File: config.mk
export PLATFORM = sky130hd
export DESIGN_NAME = multicycle_ctrl
export DESIGN_NICKNAME = d
export VERILOG_FILES = /design/src/rtl/multicycle_ctrl.sv
export SDC_FILE = /design/constraint.sdc
export NUM_CORES = 1
export LEC_CHECK = 0
export CORE_MARGIN = 2
export CORE_UTILIZATION = 32
export CTS_BUF_LIST = sky130_fd_sc_hd__clkbuf_8 sky130_fd_sc_hd__clkbuf_16
export DETAILED_ROUTE_END_ITERATION = 8
export PLACE_DENSITY = 0.67
export SYNTH_ARGS = -nofsm -noshare
export SYNTH_HDL_FRONTEND = slang
export SYNTH_SLANG_ARGS = --single-unit
File: constraint.sdc
create_clock -name clk -period 1.7 [get_ports clk]
set_input_delay 0.34 -clock clk [delete_from_list [all_inputs] [get_ports clk]]
set_output_delay 0.34 -clock clk [all_outputs]
set_load 0.02 [all_outputs]
File: src/rtl/multicycle_ctrl.sv
// -----------------------------------------------------------------------------
// multicycle_ctrl
//   Moore-style main control FSM for the multi-cycle MIPS datapath. Sequences
//   the shared ALU, register file, memory port and PC through
//   fetch / decode / execute / memory / writeback steps.
//
// Optional feature (macro MC_PERF_CNT_EN):
//   Adds a 32-bit 'retired' counter output. It counts completed instructions,
//   i.e. every transition into FETCH out of a final instruction step.
//
// Ports:
//   clk            in   1  clock, rising edge
//   rst            in   1  synchronous active-high reset
//   opcode         in   6  instruction[31:26] from the instruction register
//   mem_ready      in   1  memory completes the current read/write this cycle
//   pc_write       out  1  unconditional PC load
//   pc_write_cond  out  1  PC load if ALU zero
//   i_or_d         out  1  memory address select: 0 = PC, 1 = ALUOut
//   mem_read       out  1  memory read request
//   mem_write      out  1  memory write request
//   ir_write       out  1  instruction register load
//   mem_to_reg     out  1  writeback data select: 1 = MDR
//   reg_dst        out  1  destination register: 1 = rd, 0 = rt
//   reg_write      out  1  register file write
//   alu_src_a      out  1  ALU A select: 0 = PC, 1 = A
//   alu_src_b      out  2  ALU B select: 00 B, 01 4, 10 sext imm, 11 imm<<2
//   alu_op         out  3  to ALUctrl: 000 add, 001 sub, 010 funct, 101 beq
//   pc_source      out  2  PC source: 00 ALU, 01 ALUOut, 10 jump target
//   illegal        out  1  sticky unsupported-opcode flag
//   state          out  4  current FSM state (debug)
//   retired        out 32  retired instruction count (MC_PERF_CNT_EN only)
//
// Memory handshake: mem_read / mem_write are held as a request for as long as
// the FSM sits in FETCH, MEMRD or MEMWR; the cycle in which mem_ready is high
// completes the access and the FSM advances on that clock edge. mem_ready is
// ignored in every other state.
// -----------------------------------------------------------------------------
module multicycle_ctrl #(
  parameter logic [5:0] OP_RTYPE = 6'd0,
  parameter logic [5:0] OP_LW    = 6'd35,
  parameter logic [5:0] OP_SW    = 6'd43,
  parameter logic [5:0] OP_ADDI  = 6'd8,
  parameter logic [5:0] OP_SUBI  = 6'd9,
  parameter logic [5:0] OP_BEQ   = 6'd4,
  parameter logic [5:0] OP_J     = 6'd2
) (
  input  logic        clk,
  input  logic        rst,
  input  logic [5:0]  opcode,
  input  logic        mem_ready,
  output logic        pc_write,
  output logic        pc_write_cond,
  output logic        i_or_d,
  output logic        mem_read,
  output logic        mem_write,
  output logic        ir_write,
  output logic        mem_to_reg,
  output logic        reg_dst,
  output logic        reg_write,
  output logic        alu_src_a,
  output logic [1:0]  alu_src_b,
  output logic [2:0]  alu_op,
  output logic [1:0]  pc_source,
  output logic        illegal,
  output logic [3:0]  state
`ifdef MC_PERF_CNT_EN
  ,
  output logic [31:0] retired
`endif
);

  typedef enum logic [3:0] {
    S_IDLE   = 4'd0,
    S_FETCH  = 4'd1,
    S_DECODE = 4'd2,
    S_MEMADR = 4'd3,
    S_MEMRD  = 4'd4,
    S_MEMWB  = 4'd5,
    S_MEMWR  = 4'd6,
    S_REXEC  = 4'd7,
    S_RWB    = 4'd8,
    S_IEXEC  = 4'd9,
    S_IWB    = 4'd10,
    S_BRANCH = 4'd11,
    S_JUMP   = 4'd12,
    S_HALT   = 4'd13
  } state_t;

  state_t r_state;
  state_t w_next;
  logic   r_illegal;
  logic   w_set_illegal;

  // ---------------------------------------------------------------------------
  // State register
  // ---------------------------------------------------------------------------
  always_ff @(posedge clk) begin
    if (rst) begin
      r_state   <= S_IDLE;
      r_illegal <= 1'b0;
    end else begin
      r_state <= w_next;
      if (w_set_illegal) begin
        r_illegal <= 1'b1;
      end
    end
  end

  // ---------------------------------------------------------------------------
  // Next-state logic
  // ---------------------------------------------------------------------------
  always_comb begin
    w_next        = r_state;
    w_set_illegal = 1'b0;
    case (r_state)
      S_IDLE:   w_next = S_FETCH;
      S_FETCH:  if (mem_ready) w_next = S_DECODE;
      S_DECODE: begin
        case (opcode)
          OP_LW, OP_SW:     w_next = S_MEMADR;
          OP_RTYPE:         w_next = S_REXEC;
          OP_ADDI, OP_SUBI: w_next = S_IEXEC;
          OP_BEQ:           w_next = S_BRANCH;
          OP_J:             w_next = S_JUMP;
          default: begin
            w_next        = S_HALT;
            w_set_illegal = 1'b1;
          end
        endcase
      end
      // Only LW and SW reach MEMADR, so anything but SW is treated as a load.
      S_MEMADR: w_next = (opcode == OP_SW) ? S_MEMWR : S_MEMRD;
      S_MEMRD:  if (mem_ready) w_next = S_MEMWB;
      S_MEMWB:  w_next = S_FETCH;
      S_MEMWR:  if (mem_ready) w_next = S_FETCH;
      S_REXEC:  w_next = S_RWB;
      S_RWB:    w_next = S_FETCH;
      S_IEXEC:  w_next = S_IWB;
      S_IWB:    w_next = S_FETCH;
      S_BRANCH: w_next = S_FETCH;
      S_JUMP:   w_next = S_FETCH;
      S_HALT:   w_next = S_HALT;
      default:  w_next = S_IDLE;
    endcase
  end

  // ---------------------------------------------------------------------------
  // Output decode (state plus mem_ready only)
  // ---------------------------------------------------------------------------
  always_comb begin
    pc_write      = 1'b0;
    pc_write_cond = 1'b0;
    i_or_d        = 1'b0;
    mem_read      = 1'b0;
    mem_write     = 1'b0;
    ir_write      = 1'b0;
    mem_to_reg    = 1'b0;
    reg_dst       = 1'b0;
    reg_write     = 1'b0;
    alu_src_a     = 1'b0;
    alu_src_b     = 2'b00;
    alu_op        = 3'b000;
    pc_source     = 2'b00;
    case (r_state)
      S_FETCH: begin
        // PC+4 is computed every FETCH cycle but only committed, together
        // with the IR load, in the cycle the read completes.
        mem_read  = 1'b1;
        alu_src_b = 2'b01;
        ir_write  = mem_ready;
        pc_write  = mem_ready;
      end
      S_DECODE: begin
        // Speculative branch target PC + (imm << 2) into ALUOut.
        alu_src_b = 2'b11;
      end
      S_MEMADR: begin
        alu_src_a = 1'b1;
        alu_src_b = 2'b10;
      end
      S_MEMRD: begin
        mem_read = 1'b1;
        i_or_d   = 1'b1;
      end
      S_MEMWB: begin
        reg_write  = 1'b1;
        mem_to_reg = 1'b1;
      end
      S_MEMWR: begin
        mem_write = 1'b1;
        i_or_d    = 1'b1;
      end
      S_REXEC: begin
        alu_src_a = 1'b1;
        alu_op    = 3'b010;
      end
      S_RWB: begin
        reg_write = 1'b1;
        reg_dst   = 1'b1;
      end
      S_IEXEC: begin
        alu_src_a = 1'b1;
        alu_src_b = 2'b10;
        alu_op    = (opcode == OP_SUBI) ? 3'b001 : 3'b000;
      end
      S_IWB: begin
        reg_write = 1'b1;
      end
      S_BRANCH: begin
        alu_src_a     = 1'b1;
        alu_op        = 3'b101;
        pc_write_cond = 1'b1;
        pc_source     = 2'b01;
      end
      S_JUMP: begin
        pc_write  = 1'b1;
        pc_source = 2'b10;
      end
      default: begin
      end
    endcase
  end

  assign state   = r_state;
  assign illegal = r_illegal;

`ifdef MC_PERF_CNT_EN
  // ---------------------------------------------------------------------------
  // Retired-instruction counter. HALT never transitions to FETCH, so the
  // count naturally holds there.
  // ---------------------------------------------------------------------------
  logic [31:0] r_retired;
  logic        w_retire;

  always_comb begin
    w_retire = 1'b0;
    case (r_state)
      S_MEMWB, S_MEMWR, S_RWB, S_IWB, S_BRANCH, S_JUMP:
        w_retire = (w_next == S_FETCH);
      default: w_retire = 1'b0;
    endcase
  end

  always_ff @(posedge clk) begin
    if (rst) begin
      r_retired <= 32'd0;
    end else if (w_retire) begin
      r_retired <= r_retired + 32'd1;
    end
  end

  assign retired = r_retired;
`endif

endmodule

==> metrics.yaml, run 1 <==
global_route:
  grt_pass1_vias: 726
  antenna_found_initial: 0
  grt_first_pass_wirelength_mm: 3.34
  grt_use_total: 0.209
  grt_max_degree: 15
  overflow: 0
sta:
  relSlewSlack: 0.738
  fin_ws_ps: 46.7
  worst_pin_slew_ps: 387
  rsz0062_at_grt: "yes"
  fin_skew_ps: 0.571
  maxSlewViolCount: 0
  max_freq_ghz: 0.605
  min_period_ps: 1650
  fin_crit_sh: 0.973
  setup_viol_count_final: 0
  hold_violations: 0
cts:
  cts_buffers: 3
  clock_latency_ps: 230
  htree_levels: 1
  cts_buffer_depth: 2
  cts_root_buf: "clkbuf_8"
  cts_tree: "built"
  clk_pin_slew_ps: 40
  numClockSinks: 5
  cts-hold-fix-buffers: 0
  postCtsSetupBuffers: 0
synthesis:
  synth.distinct_cells: 39
  syn_area_sq_um: 594
  ys_seq_elements: 5
  synthDominantCellAreaShare: 0.168
  syn_nets: 90
  yosys-top-cells-area: "dfxtp_1 17%, nand2b_1 5.3%, nor3_1 5.1%"
  ys_seq_area_frac: 0.168
  synth_cells: 81
  yosys.area.top_type: "dfxtp_1"
  syn_area_per_cell_sq_um: 7.34
  yosysWarnings: 0
final_layout:
  final_area_sq_um: 1110
  nets: 144
  layout-drive-gt1-share: 0.440
  fill_cells: 175
  stdcell_count: 159
  area_growth_pct: 87.6
  seq_area_sq_um: 106
  antennaDiodeCount: 0
  multiInputGateArea_sq_um: 470
placed_design:
  gp_congestion: 0.810
  placed_area_sq_um: 1110
  dpl.cell_count: 155
  post-place-ws_ps: -519
  dpl.hpwl_mm: 1.65
  port_buffers: 30
detailed_routing:
  drcViolationCount: 0
  firstDrtPassIters: 4
  vias_per_cell: 5.11
  postRouteAntennaNets: 0
  drtIter0Drc: 3
  vias: 813
  wl_mm: 2.09
  wl_per_cell_um: 13.1
critical_path:
  crit_path_end_kind: "primary output"
  critPathArrivalTime_ps: 1310
  worst-setup-path-type: "reg2out"
  crit_fanout: 5
  worstSetupStartpointType: "register"
  critPathRequiredTime_ps: 1360
power_and_ir_drop:
  p_total_mw: 0.777
  ir_drop_v: 0.000352
  pwr_density_cell_nw_per_um2: 697
  power.leakage_nw: 0.488
floorplanning:
  start_util: 0.341
  die_w_um: 47.1
  die_area_sq_um: 2220
  rows: 15
  io_pins: 31
  fp.coreArea_sq_um: 1750
  die_y_um: 47.1
job:
  max-cap-violations: 0
outcome:
  status: "finished clean"
hold_path:
  hp-class: "reg2reg"
cell type report:
type	count	share of cell area
clock inverter	1	0.00337
tap	25	0.0281
clock buffer	3	0.0370
inverter	4	0.0135
multi-input combinational	64	0.422
sequential	5	0.0954
timing repair buffer	57	0.401
timing repair:
action / CTS / global route
pin swaps: 2 / 3
gates resized for setup: 58 / 19
endpoints found under the setup margin: 26 / 12
cells by family after synthesis:
family          synth area share
flops                      0.168
buf+inv                    0.105
compound gates             0.282
xor+xnor                  0.0295
simple gates               0.415
report_power, final:
part           internal [mW]  leakage [nW]  switching, mW  total [mW]
Combinational          0.191         0.419          0.209       0.400
Clock                  0.156        0.0269         0.0687       0.224
Sequential             0.133        0.0423         0.0200       0.153
Total                  0.479         0.488          0.298       0.777
critical path, cell delays in order, from the launching register on:
cell	delay, ps
dfxtp_1	350
inv_1	60
buf_4	150
nor3_1	180
dlygate4sd1_1	340
registers in the layout, indices dropped and copies added, names as in the netlist:
register	count
state	4
illegal	1
worst paths after layout:
| kind | start | to | slack [ps] | depth (start not counted) |
|---|---|---|---|---|
| setup / recovery | state[2]$_SDFFE_PP0P_ | mem_write | 50 | 4 |
| hold / removal | illegal$_SDFFE_PP0P_ | illegal$_SDFFE_PP0P_ | 450 | 2 |
| setup reg to reg | state[3]$_SDFFE_PP0P_ | illegal$_SDFFE_PP0P_ | 150 | 4 |
| hold reg to reg | illegal$_SDFFE_PP0P_ | illegal$_SDFFE_PP0P_ | 450 | 2 |
layout by cell type (no fill, tap or decap), types with 2 or more instances in the layout:
cell | synthesis | layout
nand2b_1 | 5 | 5
or3_1 | 2 | 2
buf_6 | 0 | 4
dfxtp_1 | 5 | 2
dlygate4sd2_1 | 0 | 10
clkbuf_2 | 0 | 4
buf_2 | 2 | 7
inv_1 | 4 | 5
nor3_1 | 6 | 5
a21boi_0 | 3 | 3
a21oi_2 | 0 | 2
nand2_1 | 4 | 4
xnor2_1 | 2 | 2
clkbuf_8 | 0 | 3
or3b_2 | 2 | 2
clkdlybuf4s15_1 | 0 | 3
buf_4 | 4 | 24
nand3_1 | 2 | 2
or2_2 | 3 | 3
nor2_1 | 7 | 7
clkdlybuf4s50_1 | 0 | 4
dfxtp_2 | 0 | 2
Yosys cell counts:
cell type	count
nor2_1	7
nor3_1	6
dfxtp_1	5
nand2b_1	5
buf_4	4
inv_1	4
nand2_1	4
a21boi_0	3
or2_2	3
a2111oi_0	2
a21oi_1	2
buf_2	2
clkbuf_1	2
nand3_1	2
nor4b_1	2
o32ai_1	2
or3_1	2
or3b_2	2
xnor2_1	2
a2111o_1	1
a221oi_1	1
a22oi_1	1
a311oi_1	1
a31oi_1	1
a41oi_1	1
nand4_1	1
nand4b_1	1
nor3b_1	1
o2111ai_1	1
o211a_1	1
o211ai_1	1
o221ai_1	1
o22ai_1	1
o31ai_1	1
or2b_1	1
or4_1	1
or4_2	1
or4_4	1
or4b_2	1
routing by layer:
layer  wire [um]  part of all wire  global-route usage
met1        1020              0.49               0.322
met2         974              0.47               0.310
met3          69             0.033              0.0115
met4          27             0.013              0.0667
met5           0                 0                   0
through the flow:
stage	hold WS, ps	TNS (ps)	utilization
finish	454	0	0.639
global placement	443	-4090	0.637
CTS	456	0	0.646
detailed placement	447	-4230	0.637
floorplan	412	0	-
global route	487	-24.8	0.639
(Power assumes the default switching activity.)
==> run 2: changes to the inputs <==
--- a/config.mk
+++ b/config.mk
@@ -9,6 +9,8 @@
 export CORE_UTILIZATION = 32
 export CTS_BUF_LIST = sky130_fd_sc_hd__clkbuf_8 sky130_fd_sc_hd__clkbuf_16
 export DETAILED_ROUTE_END_ITERATION = 8
+export GPL_ROUTABILITY_DRIVEN = 0
+export GPL_TIMING_DRIVEN = 0
 export PLACE_DENSITY = 0.67
 export SYNTH_ARGS = -nofsm -noshare
 export SYNTH_HDL_FRONTEND = slang
==> run 2 against run 1 <==
Sequential cell count unchanged. Die area did not move. Clock skew is essentially flat. Total power fell by 1.4%. Global-route usage decreased by 0.89 points.
==> metrics.yaml, run 2 (same netlist as run 1, synthesis figures left out) <==
floorplanning:
  fp.coreArea_sq_um: 1750  # unchanged
  die_y_um: 47.1  # unchanged
  die_area_sq_um: 2220  # unchanged
  start_util: 0.341  # unchanged
  die_w_um: 47.1  # unchanged
  rows: 15  # unchanged
  io_pins: 31  # unchanged
sta:
  fin_tns_setup_ps: 0  # unchanged
  fin_crit_sh: 0.980  # +0.00759
  min_period_ps: 1670  # +12.9 ps
  relSlewSlack: 0.713  # -0.0252
  worst_pin_slew_ps: 420  # +32.4 ps
  hold_violations: 0  # unchanged
  max_freq_ghz: 0.600  # -0.77%
  rsz0062_at_grt: "yes"
  fin_ws_ps: 33.8  # -12.9 ps
  maxSlewViolCount: 0  # unchanged
  fin_skew_ps: 0.494  # -0.0766 ps
  setup_viol_count_final: 0  # unchanged
critical_path:
  worst-setup-path-type: "reg2out"
  reg2regPathDepth: 4  # unchanged
  worstSetupStartpointType: "register"
  critPathRequiredTime_ps: 1360  # about the same
  slowest_delay_ps: 360  # about the same
  worst-path-stages: 5  # +1
  cp_cell_sequence: "buf_6 > buf_4 > nand2_1 > o211a_1 > clkdlybuf4s15_2"
  crit_path_end_kind: "primary output"
  cp_slowest_cell: "dfxtp_4"
  cpLargestDelayFamily: "buffers and inverters"
  critPathArrivalTime_ps: 1330  # +20 ps
  path_buf_inv: 3  # unchanged
  crit_fanout: 9  # +4
detailed_routing:
  wl_mm: 1.99  # -4.6%
  route.met3.wl_um: 127  # +84%
  drcViolationCount: 0  # unchanged
  dr.max_layer_used: "met4"
  drtIter0Drc: 16  # +13
  wl_met1_um: 886  # -13%
  wl_met2_um: 963  # -1.1%
  postRouteAntennaNets: 0  # unchanged
  vias_per_cell: 5.54  # +8.4%
  wl_per_cell_um: 13.7  # +4.7%
  firstDrtPassIters: 4  # unchanged
  vias: 804  # -1.1%
power_and_ir_drop:
  p_total_mw: 0.767  # -1.4%
  power.leakage_nw: 0.421  # -14%
  ir_drop_v: 0.000351  # -0.43%
  pwr_density_cell_nw_per_um2: 717  # +2.9%
placed_design:
  port_buffers: 30  # unchanged
  post-place-ws_ps: -527  # -8.36 ps
  dpl.hpwl_mm: 1.39  # -16%
hold_path:
  hp-class: "reg2reg"
  hold_depth: 2  # unchanged
cts:
  cts_buffer_depth: 2  # unchanged
  numClockSinks: 5  # unchanged
  clk_pin_slew_ps: 30  # about the same
  cts_tree: "built"
  cts_buffers: 3  # unchanged
  cts_root_buf: "clkbuf_8"
  htree_levels: 1  # unchanged
  cts-hold-fix-buffers: 0  # unchanged
  clock_latency_ps: 220  # about the same
final_layout:
  antennaDiodeCount: 0  # unchanged
  largest_reg_flops: 4  # unchanged
  layout_common_cells: "10 x buf_4, 8 x dlygate4sd2_1, 7 x buf_2"
  layout-drive-gt1-share: 0.450  # +0.00970
  fill_cells: 159  # -9.1%
  utilization: 0.612  # -0.0265
  area_growth_pct: 79.8
  final_common_cell: "buf_4"
  nets: 130  # -9.7%
global_route:
  grt_pass1_vias: 693  # -4.5%
  grt_first_pass_wirelength_mm: 3.13  # -6.4%
  antenna_found_initial: 0  # unchanged
  grt_max_degree: 11  # -4
  overflow: 0  # unchanged
  grt_use_total: 0.200  # -0.00891
job:
  max-cap-violations: 0  # unchanged
outcome:
  status: "finished clean"
run 2: cell types whose count changed in the layout (fill, tap and decap cells not counted), sizes merged:
cell / before / now
dlygate4sd2: 10 / 8
dlygate4sd1: 1 / 0
buf: 35 / 23
clkbuf: 7 / 6
clkdlybuf4s50: 4 / 6
run 2: per-stage QoR:
stage	hold WS (ps)	cell area (sq um)	instances
2_1_floorplan	412	627	81
3_3_place_gp	448	958	136
3_5_place_dp	455	958	136
4_1_cts	474	1090	145
5_1_grt	514	1070	145
6_report	465	1070	145
run 2: tightest hold or removal path, delay by kind of cell, from the launching register on:
family | cells | cell delay, ps
buffers and inverters | 1 | 50
AO/OA/AOI/OAI | 1 | 60
flip-flops | 1 | 300
run 2: final cells by class:
class | count | area [sq um] | area share
Clock buffer | 3 | 41.3 | 0.0386
Buffer | 6 | 77.6 | 0.0726
Timing Repair Buffer | 37 | 302 | 0.282
Tap cell | 25 | 31.3 | 0.0293
Clock inverter | 1 | 3.75 | 0.00351
Sequential cell | 5 | 110 | 0.103
Multi-Input combinational cell | 64 | 488 | 0.457
Inverter | 4 | 15.0 | 0.0141
run 2: final timing paths:
kind	startpoint	to	slack [ps]
max	state[3]$_SDFFE_PP0P_	alu_src_a	30
min	illegal$_SDFFE_PP0P_	illegal$_SDFFE_PP0P_	470
max reg2reg	state[2]$_SDFFE_PP0P_	illegal$_SDFFE_PP0P_	130
min reg2reg	illegal$_SDFFE_PP0P_	illegal$_SDFFE_PP0P_	470
run 2: timing repair:
action / in CTS / in global routing
pin swaps: 5 / 4
setup endpoints to repair: 19 / 16
resized for setup: 85 / 19
setup buffers: 6 / 1
run 2: metal layers:
layer | GRT usage | vias up
met5 | 0 | -
met4 | 0.0944 | 0
met3 | 0.0308 | 2
met2 | 0.321 | 32
met1 | 0.263 | 380
li1 | - | 390
run 2: where the power goes:
group	switching [mW]	total (mW)	leakage, nW	internal (mW)
Sequential	0.0230	0.157	0.0431	0.134
Combinational	0.212	0.401	0.351	0.189
Clock	0.0541	0.209	0.0269	0.154
Total	0.289	0.767	0.421	0.478
